===== src/rtl/spi_boot_loader_if.sv =====
// ---------------------------------------------------------------------------
// spi_boot_loader_if
//
// Bundles the image-source handshake and the SPI master pins of the boot
// loader. Signal names keep the loader's point of view (_o = driven by the
// loader, _i = driven by the image source / environment).
//
// Handshake (image port): img_req_o is a request that stays high until the
// source answers with img_valid_i; a word is transferred on every clock edge
// where img_req_o and img_valid_i are both high. img_valid_i while
// img_req_o is low carries no meaning and is ignored.
//
// Signals:
//   img_req_o    loader -> source   word request
//   img_idx_o    loader -> source   index of the requested word
//   img_data_i   source -> loader   image word
//   img_valid_i  source -> loader   img_data_i valid
//   spi_sclk_o   loader -> slave    SPI clock, mode 0 (idle low)
//   spi_cs_o     loader -> slave    chip select, active low
//   spi_sdo_o    loader -> slave    data lanes, lane 0 in single mode
// ---------------------------------------------------------------------------
interface spi_boot_loader_if #(
    parameter int DATA_W = 32,
    parameter int IDX_W  = 5
);
    logic              img_req_o;
    logic [IDX_W-1:0]  img_idx_o;
    logic [DATA_W-1:0] img_data_i;
    logic              img_valid_i;
    logic              spi_sclk_o;
    logic              spi_cs_o;
    logic [3:0]        spi_sdo_o;

    // Boot loader side.
    modport master (
        output img_req_o,
        output img_idx_o,
        input  img_data_i,
        input  img_valid_i,
        output spi_sclk_o,
        output spi_cs_o,
        output spi_sdo_o
    );

    // Image source / SPI slave side.
    modport slave (
        input  img_req_o,
        input  img_idx_o,
        output img_data_i,
        output img_valid_i,
        input  spi_sclk_o,
        input  spi_cs_o,
        input  spi_sdo_o
    );
endinterface


===== src/rtl/spi_boot_loader.sv =====
// ---------------------------------------------------------------------------
// spi_boot_loader
//
// SPI-master boot loader. On start it fetches image words one at a time,
// sends each as a write frame {WR_CMD, BASE_ADDR + 4*i, word} to the core's
// SPI slave, and stops after the sentinel word (which is still sent) or after
// MAX_WORDS words. It then raises fetch_enable_o, one cycle later
// en_ifetch_o, keeps both high for RUN_CYCLES cycles (forever when 0), drops
// both together and flags done_o.
//
// Ports:
//   clk_i           system clock
//   rst_i           asynchronous active-high reset
//   start_i         begin a boot (ignored while busy_o)
//   quad_i          sampled at start: 1 = addr/data on 4 lanes
//   bus             image handshake + SPI pins (master modport)
//   fetch_enable_o  core fetch enable
//   en_ifetch_o     core instruction-fetch enable
//   busy_o          boot in progress
//   done_o          sticky: end of run window reached; cleared by start
//   words_sent_o    number of completed SPI transactions
//   dbg_state_o     current FSM state encoding (debug)
//
// Frame timing: CS is low for CLK_DIV setup cycles, then each SCLK period is
// 2*CLK_DIV cycles (data changes while SCLK is low), then CLK_DIV hold
// cycles, i.e. 2*CLK_DIV*(nsclk+1) cycles in total.
// ---------------------------------------------------------------------------
module spi_boot_loader #(
    parameter int                ADDR_W     = 32,
    parameter int                DATA_W     = 32,
    parameter logic [7:0]        WR_CMD     = 8'h02,
    parameter logic [ADDR_W-1:0] BASE_ADDR  = 32'h80,
    parameter int                MAX_WORDS  = 32,
    parameter logic [DATA_W-1:0] STOP_WORD  = 32'h00000fff,
    parameter int                CLK_DIV    = 4,
    parameter int                GAP_CYCLES = 20,
    parameter int                RUN_CYCLES = 10
) (
    input  logic                           clk_i,
    input  logic                           rst_i,
    input  logic                           start_i,
    input  logic                           quad_i,
    spi_boot_loader_if.master              bus,
    output logic                           fetch_enable_o,
    output logic                           en_ifetch_o,
    output logic                           busy_o,
    output logic                           done_o,
    output logic [$clog2(MAX_WORDS+1)-1:0] words_sent_o,
    output logic [3:0]                     dbg_state_o
);

    localparam int IDX_W   = $clog2(MAX_WORDS);
    localparam int WS_W    = $clog2(MAX_WORDS + 1);
    localparam int FW      = 8 + ADDR_W + DATA_W;        // full frame width
    localparam int NSCLK_S = FW;                         // single-lane SCLKs
    localparam int NSCLK_Q = 8 + (ADDR_W + DATA_W) / 4;  // quad-lane SCLKs
    localparam int BCW     = $clog2(FW + 1);

    localparam logic [15:0] DIV_LAST = 16'(CLK_DIV - 1);
    localparam logic [31:0] GAP_LIM  = 32'(GAP_CYCLES);
    localparam logic [31:0] RUN_LIM  = 32'(RUN_CYCLES);

    typedef enum logic [3:0] {
        S_IDLE     = 4'd0,
        S_FETCH    = 4'd1,
        S_CS_SETUP = 4'd2,
        S_SHIFT    = 4'd3,
        S_CS_HOLD  = 4'd4,
        S_GAP      = 4'd5,
        S_FE       = 4'd6,
        S_IF       = 4'd7,
        S_RUN      = 4'd8,
        S_DONE     = 4'd9
    } state_t;

    state_t            state_q, state_d;
    logic              arm_q;
    logic              quad_q, quad_d;
    logic [IDX_W-1:0]  idx_q, idx_d;
    logic [FW-1:0]     frame_q, frame_d;
    logic              stop_q, stop_d;
    logic              sclk_q, sclk_d;
    logic [15:0]       div_q, div_d;
    logic [BCW-1:0]    bit_q, bit_d;
    logic [31:0]       cnt_q, cnt_d;   // shared by GAP and RUN
    logic [WS_W-1:0]   sent_q, sent_d;
    logic              done_q, done_d;

    logic [BCW-1:0]    nsclk;
    logic              single_lane;
    logic              shifting;

    // Total SCLKs of the current frame and whether the current bit travels on
    // lane 0 only (always for the command byte).
    assign nsclk       = quad_q ? BCW'(NSCLK_Q) : BCW'(NSCLK_S);
    assign single_lane = (bit_q < BCW'(8)) || !quad_q;
    assign shifting    = (state_q == S_CS_SETUP) || (state_q == S_SHIFT);

    // ------------------------------------------------------------------
    // State register
    // ------------------------------------------------------------------
    always_ff @(posedge clk_i or posedge rst_i) begin
        if (rst_i) begin
            state_q <= S_IDLE;
            arm_q   <= 1'b0;
            quad_q  <= 1'b0;
            idx_q   <= '0;
            frame_q <= '0;
            stop_q  <= 1'b0;
            sclk_q  <= 1'b0;
            div_q   <= '0;
            bit_q   <= '0;
            cnt_q   <= '0;
            sent_q  <= '0;
            done_q  <= 1'b0;
        end else begin
            state_q <= state_d;
            // Not armed on the first edge after reset release, so a start
            // coinciding with that release is dropped.
            arm_q   <= 1'b1;
            quad_q  <= quad_d;
            idx_q   <= idx_d;
            frame_q <= frame_d;
            stop_q  <= stop_d;
            sclk_q  <= sclk_d;
            div_q   <= div_d;
            bit_q   <= bit_d;
            cnt_q   <= cnt_d;
            sent_q  <= sent_d;
            done_q  <= done_d;
        end
    end

    // ------------------------------------------------------------------
    // Next-state logic
    // ------------------------------------------------------------------
    always_comb begin
        state_d = state_q;
        quad_d  = quad_q;
        idx_d   = idx_q;
        frame_d = frame_q;
        stop_d  = stop_q;
        sclk_d  = sclk_q;
        div_d   = div_q;
        bit_d   = bit_q;
        cnt_d   = cnt_q;
        sent_d  = sent_q;
        done_d  = done_q;

        case (state_q)
            S_IDLE, S_DONE: begin
                // DONE lasts one cycle; a start seen there is honoured too
                // because busy_o is already low.
                if (state_q == S_DONE) state_d = S_IDLE;
                if (start_i && arm_q) begin
                    state_d = S_FETCH;
                    quad_d  = quad_i;
                    idx_d   = '0;
                    sent_d  = '0;
                    done_d  = 1'b0;
                end
            end

            S_FETCH: begin
                if (bus.img_valid_i) begin
                    frame_d = {WR_CMD, BASE_ADDR + (ADDR_W'(idx_q) << 2), bus.img_data_i};
                    stop_d  = (bus.img_data_i == STOP_WORD);
                    sclk_d  = 1'b0;
                    div_d   = '0;
                    bit_d   = '0;
                    state_d = S_CS_SETUP;
                end
            end

            S_CS_SETUP: begin
                if (div_q == DIV_LAST) begin
                    div_d   = '0;
                    state_d = S_SHIFT;
                end else begin
                    div_d = div_q + 16'd1;
                end
            end

            S_SHIFT: begin
                if (div_q == DIV_LAST) begin
                    div_d = '0;
                    if (!sclk_q) begin
                        sclk_d = 1'b1;
                    end else begin
                        // Falling edge: advance to the next bit / nibble.
                        sclk_d  = 1'b0;
                        frame_d = single_lane ? (frame_q << 1) : (frame_q << 4);
                        bit_d   = bit_q + BCW'(1);
                        if (bit_q == nsclk - BCW'(1)) state_d = S_CS_HOLD;
                    end
                end else begin
                    div_d = div_q + 16'd1;
                end
            end

            S_CS_HOLD: begin
                if (div_q == DIV_LAST) begin
                    div_d   = '0;
                    cnt_d   = '0;
                    sent_d  = sent_q + WS_W'(1);
                    state_d = S_GAP;
                end else begin
                    div_d = div_q + 16'd1;
                end
            end

            S_GAP: begin
                if (cnt_q + 32'd1 >= GAP_LIM) begin
                    cnt_d = '0;
                    if (stop_q || (sent_q == WS_W'(MAX_WORDS))) begin
                        state_d = S_FE;
                    end else begin
                        idx_d   = idx_q + IDX_W'(1);
                        state_d = S_FETCH;
                    end
                end else begin
                    cnt_d = cnt_q + 32'd1;
                end
            end

            S_FE: state_d = S_IF;

            // The IF cycle is the first cycle of the run window.
            S_IF: begin
                cnt_d = 32'd1;
                if (RUN_CYCLES == 1) begin
                    state_d = S_DONE;
                    done_d  = 1'b1;
                end else begin
                    state_d = S_RUN;
                end
            end

            S_RUN: begin
                if ((RUN_CYCLES != 0) && (cnt_q + 32'd1 >= RUN_LIM)) begin
                    state_d = S_DONE;
                    done_d  = 1'b1;
                end else if (RUN_CYCLES != 0) begin
                    cnt_d = cnt_q + 32'd1;
                end
            end

            default: state_d = S_IDLE;
        endcase
    end

    // ------------------------------------------------------------------
    // Outputs (decoded from registers so reset takes effect immediately)
    // ------------------------------------------------------------------
    always_comb begin
        bus.spi_sdo_o = 4'b0000;
        if (shifting) begin
            if (single_lane) bus.spi_sdo_o = {3'b000, frame_q[FW-1]};
            else             bus.spi_sdo_o = frame_q[FW-1 -: 4];
        end
    end

    assign bus.spi_cs_o   = !(shifting || (state_q == S_CS_HOLD));
    assign bus.spi_sclk_o = sclk_q;
    assign bus.img_req_o  = (state_q == S_FETCH);
    assign bus.img_idx_o  = idx_q;

    assign fetch_enable_o = (state_q == S_FE) || (state_q == S_IF) || (state_q == S_RUN);
    assign en_ifetch_o    = (state_q == S_IF) || (state_q == S_RUN);
    assign busy_o         = (state_q != S_IDLE) && (state_q != S_DONE);
    assign done_o         = done_q;
    assign words_sent_o   = sent_q;
    assign dbg_state_o    = state_q;

endmodule


===== src/flat_wrapper.sv =====
// flat-port wrapper written by rule: the top's interface ports become plain ports
module spi_boot_loader_flat 
#(
    parameter int                ADDR_W     = 32,
    parameter int                DATA_W     = 32,
    parameter logic [7:0]        WR_CMD     = 8'h02,
    parameter logic [ADDR_W-1:0] BASE_ADDR  = 32'h80,
    parameter int                MAX_WORDS  = 32,
    parameter logic [DATA_W-1:0] STOP_WORD  = 32'h00000fff,
    parameter int                CLK_DIV    = 4,
    parameter int                GAP_CYCLES = 20,
    parameter int                RUN_CYCLES = 10
)
  (clk_i, rst_i, start_i, quad_i, fetch_enable_o, en_ifetch_o, busy_o, done_o, words_sent_o, dbg_state_o, bus_img_req_o, bus_img_idx_o, bus_img_data_i, bus_img_valid_i, bus_spi_sclk_o, bus_spi_cs_o, bus_spi_sdo_o);
  spi_boot_loader_if #(.DATA_W(DATA_W), .IDX_W(5)) bus_i ();
  input  logic clk_i;
  input  logic rst_i;
  input  logic start_i;
  input  logic quad_i;
  output logic fetch_enable_o;
  output logic en_ifetch_o;
  output logic busy_o;
  output logic done_o;
  output logic [$clog2(MAX_WORDS+1)-1:0] words_sent_o;
  output logic [3:0] dbg_state_o;
  output wire logic [$bits(bus_i.img_req_o)-1:0] bus_img_req_o;
  output wire logic [$bits(bus_i.img_idx_o)-1:0] bus_img_idx_o;
  input wire logic [$bits(bus_i.img_data_i)-1:0] bus_img_data_i;
  input wire logic [$bits(bus_i.img_valid_i)-1:0] bus_img_valid_i;
  output wire logic [$bits(bus_i.spi_sclk_o)-1:0] bus_spi_sclk_o;
  output wire logic [$bits(bus_i.spi_cs_o)-1:0] bus_spi_cs_o;
  output wire logic [$bits(bus_i.spi_sdo_o)-1:0] bus_spi_sdo_o;
  assign bus_img_req_o = bus_i.img_req_o;
  assign bus_img_idx_o = bus_i.img_idx_o;
  assign bus_i.img_data_i = bus_img_data_i;
  assign bus_i.img_valid_i = bus_img_valid_i;
  assign bus_spi_sclk_o = bus_i.spi_sclk_o;
  assign bus_spi_cs_o = bus_i.spi_cs_o;
  assign bus_spi_sdo_o = bus_i.spi_sdo_o;
  spi_boot_loader #(.ADDR_W(ADDR_W), .DATA_W(DATA_W), .WR_CMD(WR_CMD), .BASE_ADDR(BASE_ADDR), .MAX_WORDS(MAX_WORDS), .STOP_WORD(STOP_WORD), .CLK_DIV(CLK_DIV), .GAP_CYCLES(GAP_CYCLES), .RUN_CYCLES(RUN_CYCLES)) u_core (.clk_i(clk_i), .rst_i(rst_i), .start_i(start_i), .quad_i(quad_i), .bus(bus_i), .fetch_enable_o(fetch_enable_o), .en_ifetch_o(en_ifetch_o), .busy_o(busy_o), .done_o(done_o), .words_sent_o(words_sent_o), .dbg_state_o(dbg_state_o));
endmodule

===== config.mk =====
export PLATFORM = sky130hd
export DESIGN_NAME = spi_boot_loader_flat
export DESIGN_NICKNAME = d
export VERILOG_FILES = /design/src/rtl/spi_boot_loader_if.sv /design/src/rtl/spi_boot_loader.sv /design/src/flat_wrapper.sv
export SDC_FILE = /design/constraint.sdc
export NUM_CORES = 1
export LEC_CHECK = 0
export ABC_AREA = 1
export ABC_CLOCK_PERIOD_IN_PS = 9660
export BUFFER_PORTS_ARGS = -buffer_cell sky130_fd_sc_hd__buf_4
export CORE_MARGIN = 4
export CORE_UTILIZATION = 60
export CTS_CLUSTER_SIZE = 28
export DETAILED_ROUTE_END_ITERATION = 8
export PLACE_DENSITY = 0.75
export SYNTH_ARGS = -nofsm -noshare
export SYNTH_HDL_FRONTEND = slang
export SYNTH_SLANG_ARGS = --single-unit

===== constraint.sdc =====
create_clock -name clk_i -period 9.66 [get_ports clk_i]
set_input_delay 0.966 -clock clk_i [delete_from_list [all_inputs] [get_ports clk_i]]
set_output_delay 0.966 -clock clk_i [all_outputs]
set_load 0.03 [all_outputs]

==> results.txt <==
outcome - completed
pwr dens - 227 nW/µm²
synthesized area per cell - 7.20 µm²
max-cap violation count - 0
CTS clk-pin slew, worst paths - 60 ps
crit path launch - u_core.dbg_state_o[2]
largest net degree at the start of global routing - 116
global-route total usage across every layer - 0.264
Bufs on Longest Clock Path - 2
Core ar. - 13,900 µm²
TritonCTS Sinks - 147
first-pass GRT wire length - 35,100 µm
vias in the first global route - 7,276
DP Worst Slack - 5500 ps
Worst Hold Class - reg2reg
slew margin rel. - 0.338
critical path capture point type - flop
FFs w/ async S/R, synth - 1.00
P&R area growth vs syn - 13.3%
crit-path max cell delay - 590 ps
crit path max fanout - 61
Synth Warn # - 0
Slowest cell on crit path - nor2_2
total leakage power - 4.80 nW
crit start category - flop
Remaining Overflow, GRT - 0
final instance area - 9680 µm²
post-CTS sizing - 0
buffers added on ports - 62
Final nets - 1,275
post-route ant nets - 0
Hold Startpoint - u_core.frame_q[42]
CP most frequent cell - inv_2
I/O Pins - 63
Rows - 43
Synth cell types - 51
chip width - 127 µm
Final Cycle Share - 0.448
antenna cells - 0
critical path class - reg2reg
Fin Hold WS - 511 ps
RSZ-0062 raised after global routing - false
Clk Latency, worst-skew pair - 430 ps
initial antenna violation count - 0
dpl cell area - 9080 µm²
Vias - 7,928
FF-to-FF Start - u_core.dbg_state_o[2]
final hold viol count - 0
Final min period - 4320 ps
Critical Path, Cell by Cell - nor2_1 > inv_1 > nor2_1 > inv_2 > nor2_2 > a21oi_1 > nand2_2 > buf_4 > inv_2 > nand2_2 > inv_2 > a22oi_1 > o21ai_0
worst hold stages - 2
worst slew pin tran - 989 ps
post-synthesis sequential area ratio - 0.430
TritonCTS clock tree - yes
worst setup margin - 5340 ps
Via-to-Cell Ratio - 5.57
die area - 16,200 µm²
WL final - 20,900 µm
root buf cell - clkbuf_16
number of H-tree levels - 4
final setup TNS - 0 ps
Peak VDD IR - 0.158 mV
Syn Inst Count - 1,187
CTS Buf Count - 17
R2R cell count - 13
Initial DRC Count - 793
final setup vio count - 0
Slew Limit Fails - 0
Post-synth EDFFs - 0
Layout Skew - 9.42 ps
total power - 2.20 mW
Arr. time, crit path - 4610 ps
predominant post-synthesis flop cell - dfrtp_1
syn_nets - 1,231
TritonRoute pass-1 iters - 5
WL per Instance - 14.7 µm
Starting Density - 0.613
Die Height - 127 µm
Post-Syn Area - 8550 µm²
DR DRC count - 0
gpl congestion - 0.913
DP HPWL - 14,300 µm
hold buffers post-CTS - 0
Setup Buffers After CTS - 0
fraction of layout cells with a size suffix above 1 - 0.112
WP data required - 9950 ps
achievable frequency - 231 MHz
flops & latches, synth - 147
synthesized netlist by cell type (15+ instances only):
library cell,instances,area (µm²)
nand2_1,349,1310
o21ai_0,90,450
o22ai_1,26,163
dfrtp_1,147,3680
nand4_1,26,163
nor2_1,118,443
xor2_1,15,131
inv_1,155,582
clkbuf_1,22,82.6
nor3_1,17,85.1
nand3_1,56,280
a21oi_1,20,100
inv_2,18,67.6
cell usage in the layout (no fill, tap or decap), types with 3 or more instances in the layout:
| cell | instances |
|---|---|
| nand2_1 | 348 |
| inv_1 | 154 |
| dfrtp_1 | 147 |
| nor2_1 | 118 |
| o21ai_0 | 90 |
| buf_4 | 66 |
| nand3_1 | 56 |
| nand4_1 | 26 |
| o22ai_1 | 26 |
| a21oi_1 | 20 |
| inv_2 | 18 |
| nor3_1 | 17 |
| clkbuf_16 | 17 |
| xor2_1 | 15 |
| a22oi_1 | 11 |
| o221ai_1 | 11 |
| o31ai_1 | 10 |
| nand2_2 | 7 |
| o311ai_0 | 7 |
| ha_1 | 7 |
| nor2_2 | 6 |
| nor2_4 | 6 |
| nor4_1 | 6 |
| o211ai_1 | 6 |
| clkbuf_8 | 5 |
| nand3b_1 | 4 |
| o21ai_1 | 3 |
| clkbuf_1 | 3 |
per-stage QoR:
stage                util  cells
finish              0.695   1424
global route        0.695   1424
CTS                 0.695   1424
detailed placement  0.652   1392
global placement    0.652   1392
floorplan               -   1187
where the power goes:
part / internal [mW] / switching, mW
sequential: 0.727 / 0.0957
clock: 0.416 / 0.261
combinational: 0.224 / 0.477
total: 1.37 / 0.834
cells by family after synthesis:
logic type	Yosys count	synth area share
flops	147	0.430
other cells	1	0.000439
xor+xnor	16	0.0164
buf+inv	215	0.0991
fa+ha+maj	7	0.0102
simple gates	601	0.300
compound gates	200	0.143
registers in the layout, summed over array words and instances, names as in the netlist:
signal                 flops
u_core.dbg_state_o         4
u_core.bus.img_idx_o       5
u_core.cnt_q              32
u_core.frame_q            72
u_core.words_sent_o        6
u_core.quad_q              1
u_core.done_o              1
u_core.bit_q               7
u_core.bus.spi_sclk_o      1
u_core.div_q              16
u_core.stop_q              1
u_core.arm_q               1
final cells by class:
cell class,count,area (µm²)
clock buffers,25,505
multi-input cells,825,4020
inverters,174,658
repair buffers,66,495
well taps,180,225
fillers,1180,4250
clock inverters,7,95.1
flip-flops and latches,147,3680
worst paths after layout:
check	to	slack, ps
min in group asynchronous	u_core.frame_q[57]	640
hold reg to reg	u_core.frame_q[42]	510
max in group asynchronous	u_core.cnt_q[18]	7640
setup reg to reg	u_core.frame_q[19]	5340
hold / removal	u_core.frame_q[42]	510
setup / recovery	u_core.frame_q[19]	5340
worst max-delay path, delay by kind of cell (launching register included):
kind	cells	cell delay, ps
AOI/OAI and AO/OA	3	590
buffers and inverters	5	1520
DFF	1	440
and+or+nand+nor	5	1600
per-layer routing:
layer  vias up  track usage  wire, µm
met3        21       0.0652      1510
li1       3938            -         -
met4         0       0.0681       255
met2       267        0.393      9360
met5         -            0         0
met1      3702        0.389      9760
(Power assumes the default switching activity.)
